`config.mk`:
```
export PLATFORM = sky130hd
export DESIGN_NAME = binario_scan_ctrl
export DESIGN_NICKNAME = d
export VERILOG_FILES = /design/src/rtl/binario_scan_ctrl.sv
export SDC_FILE = /design/constraint.sdc
export NUM_CORES = 1
export LEC_CHECK = 0
export CAP_MARGIN = 25
export CORE_MARGIN = 2
export CORE_UTILIZATION = 25
export CTS_CLUSTER_DIAMETER = 60
export DETAILED_ROUTE_END_ITERATION = 10
export PLACE_DENSITY = 0.5
export REMOVE_ABC_BUFFERS = 1
export SKIP_LAST_GASP = 1
export SYNTH_ARGS = -nofsm -noshare
export SYNTH_HDL_FRONTEND = slang
export SYNTH_SLANG_ARGS = --single-unit
export TNS_END_PERCENT = 30
```
`constraint.sdc`:
```
create_clock -name clk -period 5.2 [get_ports clk]
set_input_delay 1.04 -clock clk [delete_from_list [all_inputs] [get_ports clk]]
set_output_delay 1.04 -clock clk [all_outputs]
set_load 0.05 [all_outputs]
```
`src/rtl/binario_scan_ctrl.sv`:
```
// Sequencer for the 5-bit code -> 7-bit LED converter.
// Feeds the converter from the switches (on a button press) or from a slow
// auto-scan counter, and captures the converter result into a stable LED register.
module binario_scan_ctrl #(
    parameter int PRESCALE = 50000000,  // HOLD cycles per scan step, >= 1
    parameter int SCAN_MAX = 31         // last scanned code before wrapping to 0
) (
    input  logic       clk,
    input  logic       rst_n,
    input  logic [4:0] sw_code,
    input  logic       load_n,
    input  logic       scan_en,
    output logic [4:0] conv_in,
    input  logic [6:0] conv_out,
    output logic [6:0] led,
    output logic [4:0] code_shown,
    output logic       valid,
    output logic       busy
);

    localparam int PW = $clog2(PRESCALE + 1);
    localparam logic [PW-1:0] PS_LAST   = PW'(PRESCALE - 1);
    localparam logic [PW-1:0] PS_ONE    = PW'(1);
    localparam logic [4:0]    CODE_LAST = 5'(SCAN_MAX);

    typedef enum logic [1:0] {IDLE, DRIVE, SAMPLE, HOLD} state_t;

    state_t        state_q, state_d;
    logic [4:0]    code_q, code_d;
    logic [PW-1:0] presc_q, presc_d;
    logic [6:0]    led_q, led_d;
    logic [4:0]    shown_q, shown_d;
    logic          valid_q, valid_d;
    logic          s1_q, s2_q, s3_q;
    logic          load_p;

    // Button synchroniser; idles high so a button held through reset still
    // produces one press once reset is released.
    always_ff @(posedge clk) begin
        if (!rst_n) begin
            s1_q <= 1'b1;
            s2_q <= 1'b1;
            s3_q <= 1'b1;
        end else begin
            s1_q <= load_n;
            s2_q <= s1_q;
            s3_q <= s2_q;
        end
    end

    // One-cycle pulse on the synchronised falling edge of load_n.
    assign load_p = s3_q & ~s2_q;

    // State, code, prescaler and LED result registers.
    always_ff @(posedge clk) begin
        if (!rst_n) begin
            state_q <= IDLE;
            code_q  <= '0;
            presc_q <= '0;
            led_q   <= '0;
            shown_q <= '0;
            valid_q <= 1'b0;
        end else begin
            state_q <= state_d;
            code_q  <= code_d;
            presc_q <= presc_d;
            led_q   <= led_d;
            shown_q <= shown_d;
            valid_q <= valid_d;
        end
    end

    // Next-state logic: start conversions on load/scan, advance the scan on tick.
    always_comb begin
        state_d = state_q;
        code_d  = code_q;
        presc_d = presc_q;
        led_d   = led_q;
        shown_d = shown_q;
        valid_d = valid_q;
        unique case (state_q)
            IDLE: begin
                if (scan_en) begin
                    code_d  = '0;
                    presc_d = '0;
                    state_d = DRIVE;
                end else if (load_p) begin
                    code_d  = sw_code;
                    state_d = DRIVE;
                end
            end
            DRIVE: begin
                // conv_in has been stable one cycle; the converter has settled.
                state_d = SAMPLE;
            end
            SAMPLE: begin
                led_d   = conv_out;
                shown_d = code_q;
                valid_d = 1'b1;
                state_d = HOLD;
            end
            HOLD: begin
                if (!scan_en) begin
                    presc_d = '0;
                    if (load_p) begin
                        code_d  = sw_code;
                        state_d = DRIVE;
                    end
                end else if (load_p) begin
                    // A press during scanning restarts the scan; it beats a tick.
                    code_d  = '0;
                    presc_d = '0;
                    state_d = DRIVE;
                end else if (presc_q == PS_LAST) begin
                    presc_d = '0;
                    code_d  = (code_q == CODE_LAST) ? 5'd0 : code_q + 5'd1;
                    state_d = DRIVE;
                end else begin
                    presc_d = presc_q + PS_ONE;
                end
            end
            default: state_d = IDLE;
        endcase
    end

    assign conv_in    = code_q;
    assign led        = led_q;
    assign code_shown = shown_q;
    assign valid      = valid_q;
    assign busy       = (state_q == DRIVE) || (state_q == SAMPLE);

endmodule

```
* Yosys cells after proc, flatten, opt, wreduce, memory -nomap -nowiden *
Cells that the tools add are included.

word-level totals
  bits in registers = 49
  bits of input ports = 16
  output and inout bits = 19

cells by class
  $add $sub $neg = 2
  equality and inequality tests = 7
  mux-type cells = 18
  bitwise operators = 2
  reductions and logical operators = 5

operators by type and width
  operator                 count
  $mux W26                 4
  $pmux W26 S2             1
  $mux W5                  6
  $add A26 B1 Y26 const B  1
  $eq A26 B26 Y1 const B   1
  $mux W2                  5
  $pmux W5 S2              1
  $pmux W2 S4              1
  $add A5 B1 Y5 const B    1
  $eq A5 B5 Y1 const B     1
  $eq A2 B2 Y1 const B     2
  $ne A4 B4 Y1 const B     1
  $reduce_and A2 Y1        2
  $eq A2 B1 Y1 const B     1
  $logic_not A2 Y1         1
  $ne A2 B2 Y1 const B     1
  $reduce_bool A2 Y1       1
  $and A1 B1 Y1            1
  $logic_or A1 B1 Y1       1
  $not A1 Y1               1

* Depth between registers and ports, before layout *
Gate-level depths: netlist of run 1.

  depth after elaboration = 6
  gate-level depth with buffers = 8

* Least setup slack after synthesis of run 1 *
Ideal clock, no wire load.

  kind = input port to flip-flop
  start point = input scan_en
  end point = register presc_q[25]
  library setup time = 0.070 ns
  arrival = 2.227 ns
  setup slack = 2.903 ns
  stages on the path = 5
  buffers on the path = 0
  cells stage by stage = mux2i_4 -> nor2_2 -> nand3_1 -> or4_1 -> a21oi_1

on the way
  word-level cells in the longest chain between the ends = 2
  elaborated cells between the ends (all ways) = 4

RTL lines
  what                                                      line  RTL
  start, declared                                           12    input logic scan_en,
  $mux W26 / $ne A2 B2 Y1 (equally long branches)           n/a
  $pmux W26 S2 / $reduce_and A2 Y1 (equally long branches)  n/a
  end signal, assigned                                      66    presc_q <= presc_d;
  end, declared                                             30    logic [PW-1:0] presc_q, presc_d;

Parallel ways exist; a longest one is shown, timed or not.
A chain may end at the register's enable or synchronous reset.

* Worst setup path after layout of run 1 *
Ends and elaborated chain as after synthesis.

==> results of run 1 <==
## registers in the layout (all words and copies together) (netlist names), 2 cells and up
name / flops
conv_in: 5
state_q: 2
code_shown: 5
led: 7
presc_q: 26
## metrics by stage
step	util (%)	area (um^2)	power [W]	hold WS (ps)	worst slack [ps]
detailed placement	30.8	2860	0.000807	398	1760
global placement	30.8	2860	0.000805	397	1820
global route	31.7	2940	0.00108	453	1920
finish	31.7	2940	0.00102	418	2070
CTS	31.7	2940	0.00104	422	2090
floorplan	-	2340	0.000702	386	2870
## synth_stat cells, drive strengths merged
master / n / area, um^2
xnor2: 5 / 43.8
or3: 3 / 18.8
mux2i: 21 / 223
o21a: 3 / 22.5
buf: 3 / 26.3
o31ai: 1 / 7.51
and3: 8 / 52.6
nor2b: 20 / 125
or4: 1 / 7.51
o211ai: 1 / 7.51
or3b: 1 / 8.76
xor2: 13 / 114
and4b: 1 / 10.0
nand2b: 7 / 43.8
and4: 3 / 26.3
nand2: 17 / 63.8
inv: 4 / 15.0
o22ai: 3 / 18.8
nand3: 10 / 50.1
nor4: 1 / 21.3
a21boi: 1 / 7.51
a41oi: 1 / 8.76
a31oi: 3 / 48.8
nor3: 7 / 40.0
nor3b: 1 / 7.51
a22oi: 1 / 7.51
dfxtp: 49 / 981
ha: 7 / 87.6
or4b: 2 / 23.8
a21oi: 6 / 30.0
o21ai: 10 / 61.3
clkbuf: 7 / 26.3
nand4: 9 / 56.3
nor2: 25 / 101
## metal layers
layer | up-vias | share of wire, % | global-route usage [%]
li1 | 954 | - | -
met1 | 866 | 50 | 13.2
met2 | 46 | 43 | 16.0
met3 | 7 | 5.5 | 2.67
met4 | 0 | 1.0 | 2.77
met5 | - | 0 | 0
## report_power, final
group          switching [W]  internal (W)
Sequential         0.0000180      0.000400
Clock               0.000132     0.0000932
Combinational       0.000229      0.000146
Total               0.000379      0.000639
## cells by family after synthesis
logic type,share of synthesized area (%)
and+or+nand+nor,27.4
DFF,41.0
AOI/OAI and AO/OA,9.20
muxes,9.30
xor gates and xnor gates,6.59
buffers and inverters,2.82
adders and majority gates,3.66
## worst max-delay path, cell delays in order
cell and delay [ps]:
clkdlybuf4s50_1 770, mux2i_4 220, nor2_2 400, nand3_1 240, or4_1 540, a21oi_1 140
## how the worst max path moves through the flow
| stage | cells after the start | end | slack, ps | start |
|---|---|---|---|---|
| 6_report | 6 | presc_q[25] | 2070 | scan_en |
| 2_1_floorplan | 5 | presc_q[25] | 2870 | scan_en |
| 4_1_cts | 6 | presc_q[25] | 2090 | scan_en |
| 3_3_place_gp | 6 | presc_q[25] | 1820 | scan_en |
| 5_1_grt | 6 | presc_q[25] | 1920 | scan_en |
| 3_5_place_dp | 6 | presc_q[25] | 1760 | scan_en |
## layout make-up
class | count | share of cell area (%)
clock inverters | 3 | 0.595
repair buffers | 36 | 12.1
multi-input cells | 192 | 45.7
clock buffers | 5 | 2.34
inverters | 4 | 0.510
well taps | 129 | 5.48
flip-flops and latches | 49 | 33.3
## cell usage in the layout, fill, tap and decap left out, types with 2 or more instances in the layout
cell type	netlist	routed
dfxtp_1	49	49
clkdlybuf4s50_1	0	34
nor2_2	3	3
and4_1	3	3
and3_1	6	6
or3_1	3	3
nor3_1	6	6
nor2b_1	20	20
xnor2_1	5	5
a21oi_1	6	6
o21a_1	3	3
nand4_1	9	9
xor2_1	13	13
buf_4	0	2
ha_1	7	7
a31oi_4	2	2
clkbuf_8	0	5
nor2_1	22	22
o21ai_0	9	9
mux2i_1	20	20
nand3_1	10	10
inv_1	4	4
o22ai_1	3	3
nand2_1	17	17
nand2b_1	7	7
and3_2	2	2
clkinv_2	0	2
==> metrics, run 1 <==
r2r setup slk 2840 ps; Yosys warnings 0; Seq/Total Area, Yosys between 40% and 50%; Yosys cell types 42; antenna cell count 0; TritonCTS clock tree done; worst min path class reg2reg; Reg area 981 um^2; routability cong. about 0.79; core area 9280 um^2; Req. time, crit path 5440 ps; depth of the most critical reg-to-reg path 7; min cycle time layout 3130 ps; Least-Margin Pin Slew roughly 780 ps; share of layout cells above drive strength 1 a little under 8%; min-delay src s1_q; I/O pins 35; Max Root-Sink Buffers 2; multi-input logic area 1350 um^2; largest net degree at the start of global routing 32; Hold Crit Depth 1; Yosys reg bits 49; f_max 320 MHz; post-CTS sizing 0; Cell Count, Final, Fillers Out between 400 and 500; final cycle utilization of the critical path between 60% and 70%; initial antenna violation count 0; CTS root buf clkbuf_8; peak supply drop 0.101 mV; Post-Syn Area ~2400 um^2; Reg2Reg Launch Point state_q[0]; CP arrival 3370 ps; clk sinks 49; synthesized area per cell 9.39 um^2; GRT Total Usage 9.96%; CP Launch Type primary input; DR vias/cell approximately 4.5; Crit. End Element flip-flop; DR pass1 iterations 4; Final Setup Violations 0; Row Count 35; end of the worst register-to-register path presc_q[25]; Post-Syn Instances 255; status completed; Die W 102 um; hold worst-path end s2_q; detailed placer's ending HPWL 3.48 mm; number of hold buffers added after CTS 0; count of pins over their slew limit 0; number of global-route vias before repair 1726; DIE HEIGHT ~100 um; per-cell routed wire length 12.0 um; Max Cap Viol 0; H-tree lvl count 2; initial DRC count 64; final hold violations 0; clock buffer count from CTS 5; power per cell area between 300 and 400 nW/um^2; drt drc 0; Fill cells 1003; Clock transition at path regs 100 ps; setup total negative slack 0 ps; Layout Skew 7.29 ps; global-route wire length before repair 8.29 mm; antenna-violating nets left 0; RSZ-0062 raised after global routing no; latest clock arrival within the worst-skew pair 310 ps; area delta synth->final 23.0%; Starting Density roughly 26%; final WL 5.02 mm; crit path max fanout 14; grt ovf 0; detailed-route via count about 1900; PortBufs 34; buffer count from post-CTS setup fixing 0; WS Path Type in2reg; die area 10400 um^2; relative slew slack 47.7%; # nets final approximately 310; static leakage a little under 1 nW; placed insts between 400 and 500
Power figures use the tool's default switching activity.
==> run 2, diff against run 1 <==
==> constraint.sdc (replaced) <==
create_clock -name clk -period 3.1 [get_ports clk]
set_input_delay 0.62 -clock clk [delete_from_list [all_inputs] [get_ports clk]]
set_output_delay 0.62 -clock clk [all_outputs]
set_load 0.05 [all_outputs]
==> run 2 against run 1 <==
Net effect: global-route usage decreased by 0.17 points; clock power increased by 110%; clock skew increased by 4.0 ps; routed wire length decreased by 1.9%; non-clock buffer count increased by 3; register-to-register slack got worse by 2100 ps; combinational power increased by 68%; sequential share of layout area decreased by 0.63 points; sequential power increased by 67%; highest routed layer unchanged.
==> metrics, run 2 (synthesized netlist as in run 1, its figures left out) <==
Final Setup Violations 0 (unchanged); CP arrival 2000 ps (-1370 ps); final hold slack 424 ps (+5.88 ps); Clock transition at path regs 100 ps (about the same); min cycle time layout 2620 ps; area delta synth->final 25.4%; detailed-route via count 1859 (-0.75%); Critical Path Source state_q[1]; crit path max fanout 5 (-9); RSZ-0062 raised after global routing no; Layout Skew 11.3 ps (+4.05 ps); worst min path class reg2reg; grt ovf 0 (unchanged); clk sinks 49 (unchanged); antenna cell count 0 (unchanged); Row Count 35 (unchanged); Largest Register presc_q; PortBufs 34 (unchanged); Worst path slowest cell clkdlybuf4s50_1; number of hold buffers added after CTS 0 (unchanged); Max Root-Sink Buffers 2 (unchanged); post-CTS sizing 0 (unchanged); # nets final 314 (+0.96%); CTS root buf clkbuf_8; DR vias/cell 4.42 (-1.5%); largest net degree at the start of global routing 23 (-28%); Reg2Reg Launch Point presc_q[7]; core area 9280 um^2 (unchanged); final cycle utilization of the critical path 84.6%; status completed; Max Cap Viol 0 (unchanged); share of layout cells above drive strength 1 8.90% (+0.95 points); Req. time, crit path 2480 ps (-2960 ps); count of pins over their slew limit 0 (unchanged); Die W 102 um (unchanged); static leakage 1.01 nW (+3.0%); H-tree lvl count 2 (unchanged); Least-Margin Pin Slew 769 ps (-15.4 ps); DR pass1 iterations 4 (unchanged); relative slew slack 48.8% (+1.0 points); number of global-route vias before repair 1710 (-0.93%); buffer count from post-CTS setup fixing 0 (unchanged); detailed placer's ending HPWL 3.57 mm (+2.7%); DIE HEIGHT 102 um (unchanged); TritonCTS clock tree done; CP Launch Type flip-flop; initial antenna violation count 0 (unchanged); final core occ 32.3% (+0.61 points); most frequent cells in the layout dfxtp_1 (49), clkdlybuf4s50_1 (34), nor2_1 (22); setup total negative slack 0 ps (unchanged); Crit. End Element primary output; final hold violations 0 (unchanged); max incr delay on CP 860 ps (+90 ps); latest clock arrival within the worst-skew pair 300 ps (about the same); die area 10400 um^2 (unchanged); commonest non-fill, non-tap cell in the layout dfxtp_1; f_max 381 MHz; routability cong. 0.783 (-0.52%); WS Path Type reg2out; final WL 4.92 mm (-1.9%); clock buffer count from CTS 5 (unchanged); drt drc 0 (unchanged); Starting Density 25.8% (unchanged); antenna-violating nets left 0 (unchanged); per-cell routed wire length 11.7 um (-2.6%); GRT Total Usage 9.79% (-0.17 points); worst path cell trace inv_1, ha_1, clkdlybuf4s50_1; peak supply drop 0.225 mV (+120%); power per cell area 604 nW/um^2 (+74%); initial DRC count 63 (-1.6%); min-delay src s1_q; I/O pins 35 (unchanged); Largest register FFs 26 (unchanged); global-route wire length before repair 8.14 mm (-1.8%)
## run 2: power by group
group | internal, W | leakage, nW | switching (W)
clock network | 0.000263 | 0.0574 | 0.000218
registers | 0.000670 | 0.397 | 0.0000298
logic | 0.000247 | 0.561 | 0.000383
total | 0.00118 | 1.01 | 0.000631
## run 2: final timing paths
check,slack [ps],endpoint,cells past startpoint
min,420,s2_q,1
max,480,busy,3
min reg2reg,420,s2_q,1
max reg2reg,770,presc_q[9],5
## run 2: worst max-delay path: cells and delay by family, from the launching register on
family	cells	cell delay [ps]
adder cells (fa/ha/maj)	1	370
buffers and inverters	2	940
flip-flops	1	390
## run 2: layout make-up
cell class,count,area [um^2]
Fill cell,1011,6280
Multi-Input combinational cell,192,1350
Sequential cell,49,981
Timing Repair Buffer,39,378
Tap cell,129,161
Clock buffer,6,82.6
Clock inverter,2,37.5
Inverter,4,15.0
## run 2: routing by layer
layer / part of all wire (%) / global-route usage (%) / wire (um) / up-vias
met3: 6.2 / 2.74 / 306 / 4
met1: 50 / 12.9 / 2470 / 858
met5: 0 / 0 / 0 / -
met4: 0.61 / 2.97 / 30 / 0
met2: 43 / 15.7 / 2110 / 38
li1: - / - / - / 959
## run 2: metrics by stage
step | cells | setup WS [ps] | cell area (um^2) | power [W]
floorplan | 245 | 966 | 2340 | 0.00118
global placement | 413 | 644 | 2880 | 0.00135
detailed placement | 413 | 647 | 2880 | 0.00135
CTS | 421 | 472 | 3000 | 0.00185
global route | 421 | 382 | 3000 | 0.00192
finish | 421 | 478 | 3000 | 0.00181
